## config.mk

```make
export PLATFORM = sky130hd
export DESIGN_NAME = instr_compute
export DESIGN_NICKNAME = d
export VERILOG_FILES = /design/src/rtl/isa_types.sv /design/src/rtl/instr_alu.sv /design/src/rtl/instr_compute.sv
export SDC_FILE = /design/constraint.sdc
export NUM_CORES = 2
export LEC_CHECK = 0
export BUFFER_PORTS_ARGS = -buffer_cell sky130_fd_sc_hd__clkbuf_2
export CORE_AREA = 5 5 537 539
export CTS_BUF_LIST = sky130_fd_sc_hd__clkbuf_4 sky130_fd_sc_hd__clkbuf_8
export CTS_CLUSTER_SIZE = 25
export DETAILED_ROUTE_END_ITERATION = 8
export DIE_AREA = 0 0 542 544
export PLACE_DENSITY = 0.33
export SKIP_LAST_GASP = 1
export SYNTH_ARGS = -nofsm -noshare
export SYNTH_HDL_FRONTEND = slang
export SYNTH_SLANG_ARGS = --single-unit
```

## constraint.sdc

```tcl
create_clock -name clk -period 0.8 [get_ports clk]
set_input_delay 0.12 -clock clk [delete_from_list [all_inputs] [get_ports clk]]
set_output_delay 0.12 -clock clk [all_outputs]
set_load 0.01 [all_outputs]
```

## src/rtl/isa_types.sv

```systemverilog
// Shared RV32I types for the execute path: opcodes, funct3/funct7 codes,
// architectural state and decoded-instruction records, plus ALU op decoding.
package isa_types;

   localparam int XLEN = 32;

   typedef enum logic [6:0] {
      OPCODE_OP_IMM = 7'b0010011,
      OPCODE_OP     = 7'b0110011,
      OPCODE_LUI    = 7'b0110111,
      OPCODE_AUIPC  = 7'b0010111,
      OPCODE_JAL    = 7'b1101111,
      OPCODE_JALR   = 7'b1100111,
      OPCODE_BRANCH = 7'b1100011,
      OPCODE_LOAD   = 7'b0000011,
      OPCODE_STORE  = 7'b0100011
   } opcode_t;

   localparam logic [2:0] FUNCT3_SB = 3'b000;
   localparam logic [2:0] FUNCT3_SH = 3'b001;
   localparam logic [2:0] FUNCT3_SW = 3'b010;

   localparam logic [2:0] FUNCT3_LB  = 3'b000;
   localparam logic [2:0] FUNCT3_LH  = 3'b001;
   localparam logic [2:0] FUNCT3_LW  = 3'b010;
   localparam logic [2:0] FUNCT3_LBU = 3'b100;
   localparam logic [2:0] FUNCT3_LHU = 3'b101;

   localparam logic [2:0] FUNCT3_BEQ  = 3'b000;
   localparam logic [2:0] FUNCT3_BNE  = 3'b001;
   localparam logic [2:0] FUNCT3_BLT  = 3'b100;
   localparam logic [2:0] FUNCT3_BGE  = 3'b101;
   localparam logic [2:0] FUNCT3_BLTU = 3'b110;
   localparam logic [2:0] FUNCT3_BGEU = 3'b111;

   localparam logic [2:0] FUNCT3_ADD_SUB = 3'b000;
   localparam logic [2:0] FUNCT3_SLL     = 3'b001;
   localparam logic [2:0] FUNCT3_SLT     = 3'b010;
   localparam logic [2:0] FUNCT3_SLTU    = 3'b011;
   localparam logic [2:0] FUNCT3_XOR     = 3'b100;
   localparam logic [2:0] FUNCT3_SRL_SRA = 3'b101;
   localparam logic [2:0] FUNCT3_OR      = 3'b110;
   localparam logic [2:0] FUNCT3_AND     = 3'b111;

   localparam logic [6:0] FUNCT7_MULDIV = 7'b0000001;

   typedef enum logic [4:0] {
      ALU_ADD, ALU_SUB, ALU_SLL, ALU_SLT, ALU_SLTU, ALU_XOR, ALU_SRL, ALU_SRA,
      ALU_OR, ALU_AND, ALU_MUL, ALU_MULH, ALU_MULHSU, ALU_MULHU,
      ALU_DIV, ALU_DIVU, ALU_REM, ALU_REMU
   } alu_op_t;

   typedef struct packed {
      logic [0:31][XLEN-1:0] xregs;
      logic [XLEN-1:0]       pc;
   } reg_state_t;

   typedef struct packed {
      logic [6:0]      opcode;
      logic [4:0]      rd;
      logic [4:0]      rs1;
      logic [4:0]      rs2;
      logic [2:0]      funct3;
      logic [6:0]      funct7;
      logic [XLEN-1:0] i_imm;
      logic [XLEN-1:0] s_imm;
      logic [XLEN-1:0] b_imm;
      logic [XLEN-1:0] u_imm;
      logic [XLEN-1:0] j_imm;
   } decoded_instruction_t;

   // funct7[5] selects SUB only for register-register ops; on OP_IMM it is immediate bits.
   function automatic alu_op_t alu_op_for(input logic [2:0] funct3, input logic alt,
                                          input logic is_reg);
      alu_op_t op;
      case (funct3)
         FUNCT3_ADD_SUB: op = (is_reg && alt) ? ALU_SUB : ALU_ADD;
         FUNCT3_SLL:     op = ALU_SLL;
         FUNCT3_SLT:     op = ALU_SLT;
         FUNCT3_SLTU:    op = ALU_SLTU;
         FUNCT3_XOR:     op = ALU_XOR;
         FUNCT3_SRL_SRA: op = alt ? ALU_SRA : ALU_SRL;
         FUNCT3_OR:      op = ALU_OR;
         default:        op = ALU_AND;
      endcase
      return op;
   endfunction

   function automatic alu_op_t muldiv_op_for(input logic [2:0] funct3);
      alu_op_t op;
      case (funct3)
         3'b000:  op = ALU_MUL;
         3'b001:  op = ALU_MULH;
         3'b010:  op = ALU_MULHSU;
         3'b011:  op = ALU_MULHU;
         3'b100:  op = ALU_DIV;
         3'b101:  op = ALU_DIVU;
         3'b110:  op = ALU_REM;
         default: op = ALU_REMU;
      endcase
      return op;
   endfunction

endpackage

```

## src/rtl/instr_alu.sv

```systemverilog
// Combinational integer ALU shared by OP and OP_IMM. RV32M multiply/divide is
// present only when INSTR_COMPUTE_M_EXT_EN is defined.
module instr_alu
   import isa_types::*;
(
   input  alu_op_t         op,
   input  logic [XLEN-1:0] a,
   input  logic [XLEN-1:0] b,
   output logic [XLEN-1:0] result
);

   logic [4:0] shamt;
   assign shamt = b[4:0];

`ifdef INSTR_COMPUTE_M_EXT_EN
   logic              a_signed;
   logic              b_signed;
   logic [2*XLEN-1:0] mul_a;
   logic [2*XLEN-1:0] mul_b;
   logic [2*XLEN-1:0] product;
   logic              div_zero;
   logic              div_overflow;
   logic [XLEN-1:0]   b_safe;
   logic [XLEN-1:0]   quot_s;
   logic [XLEN-1:0]   rem_s;

   // One 64-bit multiplier; operand extension picks the MULH/MULHSU/MULHU flavour.
   assign a_signed = (op == ALU_MULH) || (op == ALU_MULHSU);
   assign b_signed = (op == ALU_MULH);
   assign mul_a    = {{XLEN{a_signed & a[XLEN-1]}}, a};
   assign mul_b    = {{XLEN{b_signed & b[XLEN-1]}}, b};
   assign product  = mul_a * mul_b;

   // Zero and MIN/-1 divisors are steered to 1 so the divider never sees an undefined case.
   assign div_zero     = (b == '0);
   assign div_overflow = (a == {1'b1, {(XLEN-1){1'b0}}}) && (b == '1);
   assign b_safe       = (div_zero || div_overflow) ? {{(XLEN-1){1'b0}}, 1'b1} : b;
   assign quot_s       = $signed(a) / $signed(b_safe);
   assign rem_s        = $signed(a) % $signed(b_safe);
`endif

   always_comb begin
      result = '0;
      case (op)
         ALU_ADD:  result = a + b;
         ALU_SUB:  result = a - b;
         ALU_SLL:  result = a << shamt;
         ALU_SLT:  result = {{(XLEN-1){1'b0}}, $signed(a) < $signed(b)};
         ALU_SLTU: result = {{(XLEN-1){1'b0}}, a < b};
         ALU_XOR:  result = a ^ b;
         ALU_SRL:  result = a >> shamt;
         ALU_SRA:  result = $unsigned($signed(a) >>> shamt);
         ALU_OR:   result = a | b;
         ALU_AND:  result = a & b;
`ifdef INSTR_COMPUTE_M_EXT_EN
         ALU_MUL:    result = product[XLEN-1:0];
         ALU_MULH,
         ALU_MULHSU,
         ALU_MULHU:  result = product[2*XLEN-1:XLEN];
         ALU_DIV:    result = div_zero ? '1 : (div_overflow ? a : quot_s);
         ALU_DIVU:   result = div_zero ? '1 : a / b_safe;
         ALU_REM:    result = div_zero ? a : (div_overflow ? '0 : rem_s);
         ALU_REMU:   result = div_zero ? a : a % b_safe;
`endif
         default:  result = '0;
      endcase
   end

endmodule

```

## src/rtl/instr_compute.sv

```systemverilog
// Registered RV32I execute unit: store data, rd writeback and PC redirect, one
// cycle after sampling. INSTR_COMPUTE_M_EXT_EN enables RV32M on OP/funct7=0000001.
module instr_compute
   import isa_types::*;
(
   input  logic                 clk,
   input  logic                 rst_n,
   input  reg_state_t           reg_state,
   input  logic [XLEN-1:0]      load_val,
   input  decoded_instruction_t curr_instr,
   output logic [XLEN-1:0]      store_val,
   output logic                 store_enable,
   output logic [XLEN-1:0]      rd_out_val,
   output logic                 rd_out_enable,
   output logic [XLEN-1:0]      jump_target_addr,
   output logic                 jump_enable
);

`ifdef INSTR_COMPUTE_M_EXT_EN
   localparam bit M_EXT = 1'b1;
`else
   localparam bit M_EXT = 1'b0;
`endif

   logic [XLEN-1:0] rs1v;
   logic [XLEN-1:0] rs2v;
   logic [XLEN-1:0] pc;
   logic [XLEN-1:0] pc_plus4;
   alu_op_t         alu_op;
   logic [XLEN-1:0] alu_b;
   logic [XLEN-1:0] alu_result;
   logic            branch_taken;
   logic [XLEN-1:0] load_ext;

   logic [XLEN-1:0] next_store_val;
   logic            next_store_enable;
   logic [XLEN-1:0] next_rd_val;
   logic            next_rd_enable;
   logic [XLEN-1:0] next_target;
   logic            next_jump;

   // The store address is formed outside this unit, so s_imm has no consumer here.
   logic unused_s_imm;
   assign unused_s_imm = ^curr_instr.s_imm;

   assign rs1v     = (curr_instr.rs1 == 5'd0) ? '0 : reg_state.xregs[curr_instr.rs1];
   assign rs2v     = (curr_instr.rs2 == 5'd0) ? '0 : reg_state.xregs[curr_instr.rs2];
   assign pc       = reg_state.pc;
   assign pc_plus4 = pc + 32'd4;

   always_comb begin
      alu_b  = curr_instr.i_imm;
      alu_op = alu_op_for(curr_instr.funct3, curr_instr.funct7[5], 1'b0);
      if (curr_instr.opcode == OPCODE_OP) begin
         alu_b  = rs2v;
         alu_op = (curr_instr.funct7 == FUNCT7_MULDIV) ? muldiv_op_for(curr_instr.funct3)
                                                       : alu_op_for(curr_instr.funct3,
                                                                    curr_instr.funct7[5], 1'b1);
      end
   end

   instr_alu u_alu (
      .op     (alu_op),
      .a      (rs1v),
      .b      (alu_b),
      .result (alu_result)
   );

   always_comb begin
      branch_taken = 1'b0;
      case (curr_instr.funct3)
         FUNCT3_BEQ:  branch_taken = (rs1v == rs2v);
         FUNCT3_BNE:  branch_taken = (rs1v != rs2v);
         FUNCT3_BLT:  branch_taken = ($signed(rs1v) <  $signed(rs2v));
         FUNCT3_BGE:  branch_taken = ($signed(rs1v) >= $signed(rs2v));
         FUNCT3_BLTU: branch_taken = (rs1v <  rs2v);
         FUNCT3_BGEU: branch_taken = (rs1v >= rs2v);
         default:     branch_taken = 1'b0;
      endcase
   end

   // Reserved load widths fall through to a full-word load.
   always_comb begin
      case (curr_instr.funct3)
         FUNCT3_LB:  load_ext = {{(XLEN-8){load_val[7]}}, load_val[7:0]};
         FUNCT3_LH:  load_ext = {{(XLEN-16){load_val[15]}}, load_val[15:0]};
         FUNCT3_LBU: load_ext = {{(XLEN-8){1'b0}}, load_val[7:0]};
         FUNCT3_LHU: load_ext = {{(XLEN-16){1'b0}}, load_val[15:0]};
         default:    load_ext = load_val;
      endcase
   end

   always_comb begin
      next_store_val    = '0;
      next_store_enable = 1'b0;
      next_rd_val       = '0;
      next_rd_enable    = 1'b0;
      next_target       = '0;
      next_jump         = 1'b0;
      case (curr_instr.opcode)
         OPCODE_OP_IMM: begin
            next_rd_val    = alu_result;
            next_rd_enable = 1'b1;
         end
         OPCODE_OP: begin
            if (curr_instr.funct7 != FUNCT7_MULDIV || M_EXT) begin
               next_rd_val    = alu_result;
               next_rd_enable = 1'b1;
            end
         end
         OPCODE_LUI: begin
            next_rd_val    = curr_instr.u_imm;
            next_rd_enable = 1'b1;
         end
         OPCODE_AUIPC: begin
            next_rd_val    = pc + curr_instr.u_imm;
            next_rd_enable = 1'b1;
         end
         OPCODE_JAL: begin
            next_rd_val    = pc_plus4;
            next_rd_enable = 1'b1;
            next_target    = pc + curr_instr.j_imm;
            next_jump      = 1'b1;
         end
         OPCODE_JALR: begin
            next_rd_val    = pc_plus4;
            next_rd_enable = 1'b1;
            next_target    = (rs1v + curr_instr.i_imm) & ~{{(XLEN-1){1'b0}}, 1'b1};
            next_jump      = 1'b1;
         end
         OPCODE_BRANCH: begin
            next_jump   = branch_taken;
            next_target = branch_taken ? pc + curr_instr.b_imm : '0;
         end
         OPCODE_LOAD: begin
            next_rd_val    = load_ext;
            next_rd_enable = 1'b1;
         end
         OPCODE_STORE: begin
            next_store_val    = rs2v;
            next_store_enable = 1'b1;
         end
         default: ;
      endcase
      if (curr_instr.rd == 5'd0) begin
         next_rd_val    = '0;
         next_rd_enable = 1'b0;
      end
   end

   always_ff @(posedge clk or negedge rst_n) begin
      if (!rst_n) begin
         store_val        <= '0;
         store_enable     <= 1'b0;
         rd_out_val       <= '0;
         rd_out_enable    <= 1'b0;
         jump_target_addr <= '0;
         jump_enable      <= 1'b0;
      end else begin
         store_val        <= next_store_val;
         store_enable     <= next_store_enable;
         rd_out_val       <= next_rd_val;
         rd_out_enable    <= next_rd_enable;
         jump_target_addr <= next_target;
         jump_enable      <= next_jump;
      end
   end

endmodule

```

==> summary.txt <==
Outcome
  • Outcome: finished with violations
  • Violated checks: setup timing

Global route
  • Initial antenna violation count: 245
  • Number of global-route vias before repair: 54800
  • GR Util All Layers: 26.5%
  • Largest net degree at the start of global routing: 55
  • First-pass GRT wire length: 527000 µm
  • GRT Residual Overflow: 0

Clock network
  • Clock-pin slew on the worst setup and hold paths: 140 ps
  • CTS Sinks: 99
  • # hold bufs at CTS: 2
  • CTS max path bufs: 2
  • CTS tree: built
  • TritonCTS Buffers: 9
  • Max H-tree Level: 3
  • CTS root buffer: clkbuf_8

Synth
  • Largest family of logic cells by synthesized area: multiplexers
  • Mapped Cells: 4264
  • Synth cell types: 105
  • Synth Area in Compound Gates: 22.7%
  • Ys Warns: 0
  • Synth Area in Simple Gates: 14.2%
  • EDFF count, synth: 0
  • Post-Syn Area: 38300 µm²
  • Post-synthesis xor/xnor area fraction: 3.68%
  • Mux cell area share after synthesis: 38.2%
  • Synth Area in Adders: 8.64%
  • Register area share after synthesis: 6.47%
  • Synth async-reset ratio: 100%
  • Number of synthesized register bits: 99
  • Mean Syn Cell Area: 8.98 µm²
  • Primary FF master, synth: dfrtp_1
  • Mapped Nets: 5807

Setup path
  • Worst setup SP type: input port
  • Critical path class: input port to flip-flop
  • Worst setup EP type: flip-flop
  • Worst Path Max Fanout: 8
  • CP Depth: 24
  • Critical Path Max Stage Delay: 610 ps
  • Worst path arrival time: 5370 ps
  • Critical path, cell by cell: buf_16 > buf_12 > buf_6 > buf_16 > mux4_2 > mux4_2 > mux2i_1 > buf_4 > or2_4 > o21ai_2 > ha_4 > o21bai_4 > o31ai_4 > o31a_1 > and3_4 > buf_6 > a211oi_4 > o21a_1 > a22oi_2 > xnor2_2 > a221o_1 > nor4_4 > buf_4 > o22ai_2
  • CP bufs+invs: 7
  • Critical Path Slowest Stage Cell: mux4_2
  • Worst EP required: 1180 ps
  • Delay-heaviest family, CP: compound AO/OA/AOI/OAI gates

Placement
  • DPL Wire Length: 368000 µm
  • Dpl cells: 10800
  • Placer Congestion: 0.973
  • Setup WS pre-CTS: -6100 ps
  • # port buffers: 1348

Floorplanning
  • Core area: 283000 µm²
  • Rows: 196
  • Die area: 295000 µm²
  • Initial core utilization: 13.5%
  • Chip Width: 542 µm
  • IO Count: 1381
  • Die H: 544 µm

Timing
  • Crit path time final: 4980 ps
  • Final Max Tran Viols: 0
  • Final Hold Fails: 0
  • Slew margin rel.: 41.3%
  • Unrepaired setup endpoints after global routing: yes
  • Tcrit/Tclk final: 623%
  • Fin worst setup slack: -4180 ps
  • Fmax: 201 MHz
  • Worst slew pin tran: 871 ps
  • Final setup viols: 198

Worst hold path
  • Min-delay worst type: input port to flip-flop
  • Hold path depth: 3

Route
  • Number of DRC markers in iteration 0: 5011
  • WL final: 411000 µm
  • WL/cell: 36.9 µm
  • Total number of vias: 53900
  • DRC errors left: 0
  • Via/cell ratio: 4.85
  • Router iterations before antenna repair: 5
  • Routed Antenna Nets: 0

Finish
  • Finished Layout Cells: 11100
  • Area grow syn2layout: 78.1%
  • Fill count: 31500
  • Final nets: 8784
  • Layout cell share with drive strength beyond 1: 59.2%

Pwr
  • Clock share of power: 5.3%
  • Sw Pwr: 0.0363 W
  • P_int: 0.0357 W
  • Sw Ratio: 50.4%
  • Max IR drop VDD: 0.000925 V
  • Leakage: 31.4 nW
  • Flop pwr share: 7.0%
  • Comb power frac: 87.7%
  • Power Density: 1060 nW/µm²

Flow run
  • Max_cap viols: 0
-- power by group through the flow --
stage	clock network [W]	logic [W]	registers [W]
2_1_floorplan	0	0.0240	0.00516
3_5_place_dp	0	0.0572	0.00515
5_1_grt	0.00413	0.0662	0.00506
6_report	0.00381	0.0631	0.00506
4_1_cts	0.00401	0.0609	0.00506
3_3_place_gp	0	0.0573	0.00516
-- metal layers --
metal  vias up  wire, µm  global-route usage, %  part of all wire, %
li1      23200         -                      -                    -
met1     27400    164000                   31.8                   40
met2      2567    194000                   44.7                   47
met3       700     27300                   5.48                  6.6
met4       114     25300                   13.6                  6.2
met5         -       731                      0                 0.18
-- worst paths after layout --
kind	from	endpoint
setup / recovery	curr_instr[170]	rd_out_val[23]
hold / removal	curr_instr[64]	jump_target_addr[0]
max in group asynchronous	rst_n	rd_out_val[15]
min in group asynchronous	rst_n	jump_target_addr[23]
-- flip-flops by register name (all words and copies together), names as in the netlist --
register / count
jump_enable: 1
rd_out_enable: 1
jump_target_addr: 32
rd_out_val: 32
store_val: 32
store_enable: 1
-- what timing repair did --
item / CTS / global route
resized for setup: 394 / 203
buffers inserted: 95 / 61
pin swaps: 120 / 131
setup endpoints to repair: 198 / 198
gates cloned: 12 / 2
hold endpoints to repair: 100 / 1
-- cells in the mapped netlist (14+ instances only) --
cell type	n	share of area (%)
mux4_2	464	27
mux2i_1	342	8.9
a21oi_1	311	4.1
nand2_1	307	3.0
nor2_1	262	2.6
ha_1	255	8.3
o21ai_0	192	2.5
clkbuf_1	182	1.8
inv_1	124	1.2
dfrtp_1	99	6.5
xnor2_1	99	2.3
a21o_1	97	1.9
o22ai_1	96	1.6
nand3_1	93	1.2
nor3_1	89	1.2
buf_2	71	0.93
a211oi_1	66	1.3
a22oi_1	65	1.3
xor2_1	62	1.4
mux2_2	46	1.4
o221ai_1	45	1.0
nor2b_1	44	0.72
a221oi_1	43	0.98
o211ai_1	43	0.84
and2_1	41	0.67
or2_2	40	0.65
a31oi_1	37	0.60
nand2b_1	37	0.60
and3_1	34	0.56
nand4_1	33	0.54
or3_1	33	0.54
o21a_1	32	0.63
buf_1	31	0.30
buf_6	29	0.85
a211o_1	26	0.59
buf_4	26	0.51
o21bai_1	26	0.51
nor4_1	21	0.34
o31ai_1	20	0.39
o21ai_1	19	0.25
and4_1	17	0.39
a22o_1	16	0.37
inv_2	14	0.14
-- per-stage QoR --
step / hold WS [ps] / power [W] / TNS [ps] / utilization [%] / instance area (µm²)
final: 30.8 / 0.0720 / -339170 / 24.1 / 68200
after CTS: -51.3 / 0.0700 / -343130 / 23.5 / 66600
after detailed placement: -8.47 / 0.0623 / -411520 / 22.4 / 63400
after global routing: -19.6 / 0.0754 / -348360 / 24.0 / 68100
after global placement: -4.12 / 0.0625 / -412830 / 22.4 / 63400
after floorplan: -176 / 0.0292 / -282270 / - / 39100
-- area by class of cell --
cell class                      count  area (µm²)  share of cell area (%)
Sequential cell                    99        2480                    3.63
Timing Repair Buffer             3312       23900                    35.0
Clock inverter                      7        61.3                  0.0899
Antenna cell                      116         290                   0.426
Clock buffer                        9         124                   0.182
Multi-Input combinational cell   3681       36200                    53.0
Inverter                          138         528                   0.774
Tap cell                         3762        4710                    6.90
-- placed cells by master (no fill, tap or decap), drive strengths merged, types with 15 or more instances in the layout --
cell,synthesis,routed
a21o,97,97
and3,34,34
nand2,307,307
inv,138,139
buf,164,1979
o211ai,43,43
a211oi,69,69
a21boi,15,15
a31oi,37,37
mux4,470,470
xnor2,99,99
o31ai,20,20
mux2i,345,345
nor2b,44,44
a21oi,311,311
a221oi,44,44
and4,17,17
xor2,62,62
nor2,263,263
o21a,32,32
o21bai,27,27
a211o,26,26
nor3,92,92
clkbuf,182,1338
o22ai,97,97
and2,41,41
a22o,16,16
o221ai,45,45
a22oi,65,65
diode,0,116
or2,40,40
or3,33,33
nand2b,37,37
ha,255,255
nor4,26,26
nand4,33,33
dfrtp,99,99
mux2,50,50
o21ai,212,212
nand3,93,93
-- cells by family after synthesis --
| family | after synthesis |
|---|---|
| and+or+nand+nor | 1101 |
| adders and majority gates | 261 |
| xor gates and xnor gates | 161 |
| buffers and inverters | 484 |
| DFF | 99 |
| AOI/OAI and AO/OA | 1293 |
| muxes | 865 |
No activity file was read; power rests on OpenSTA's default activity.
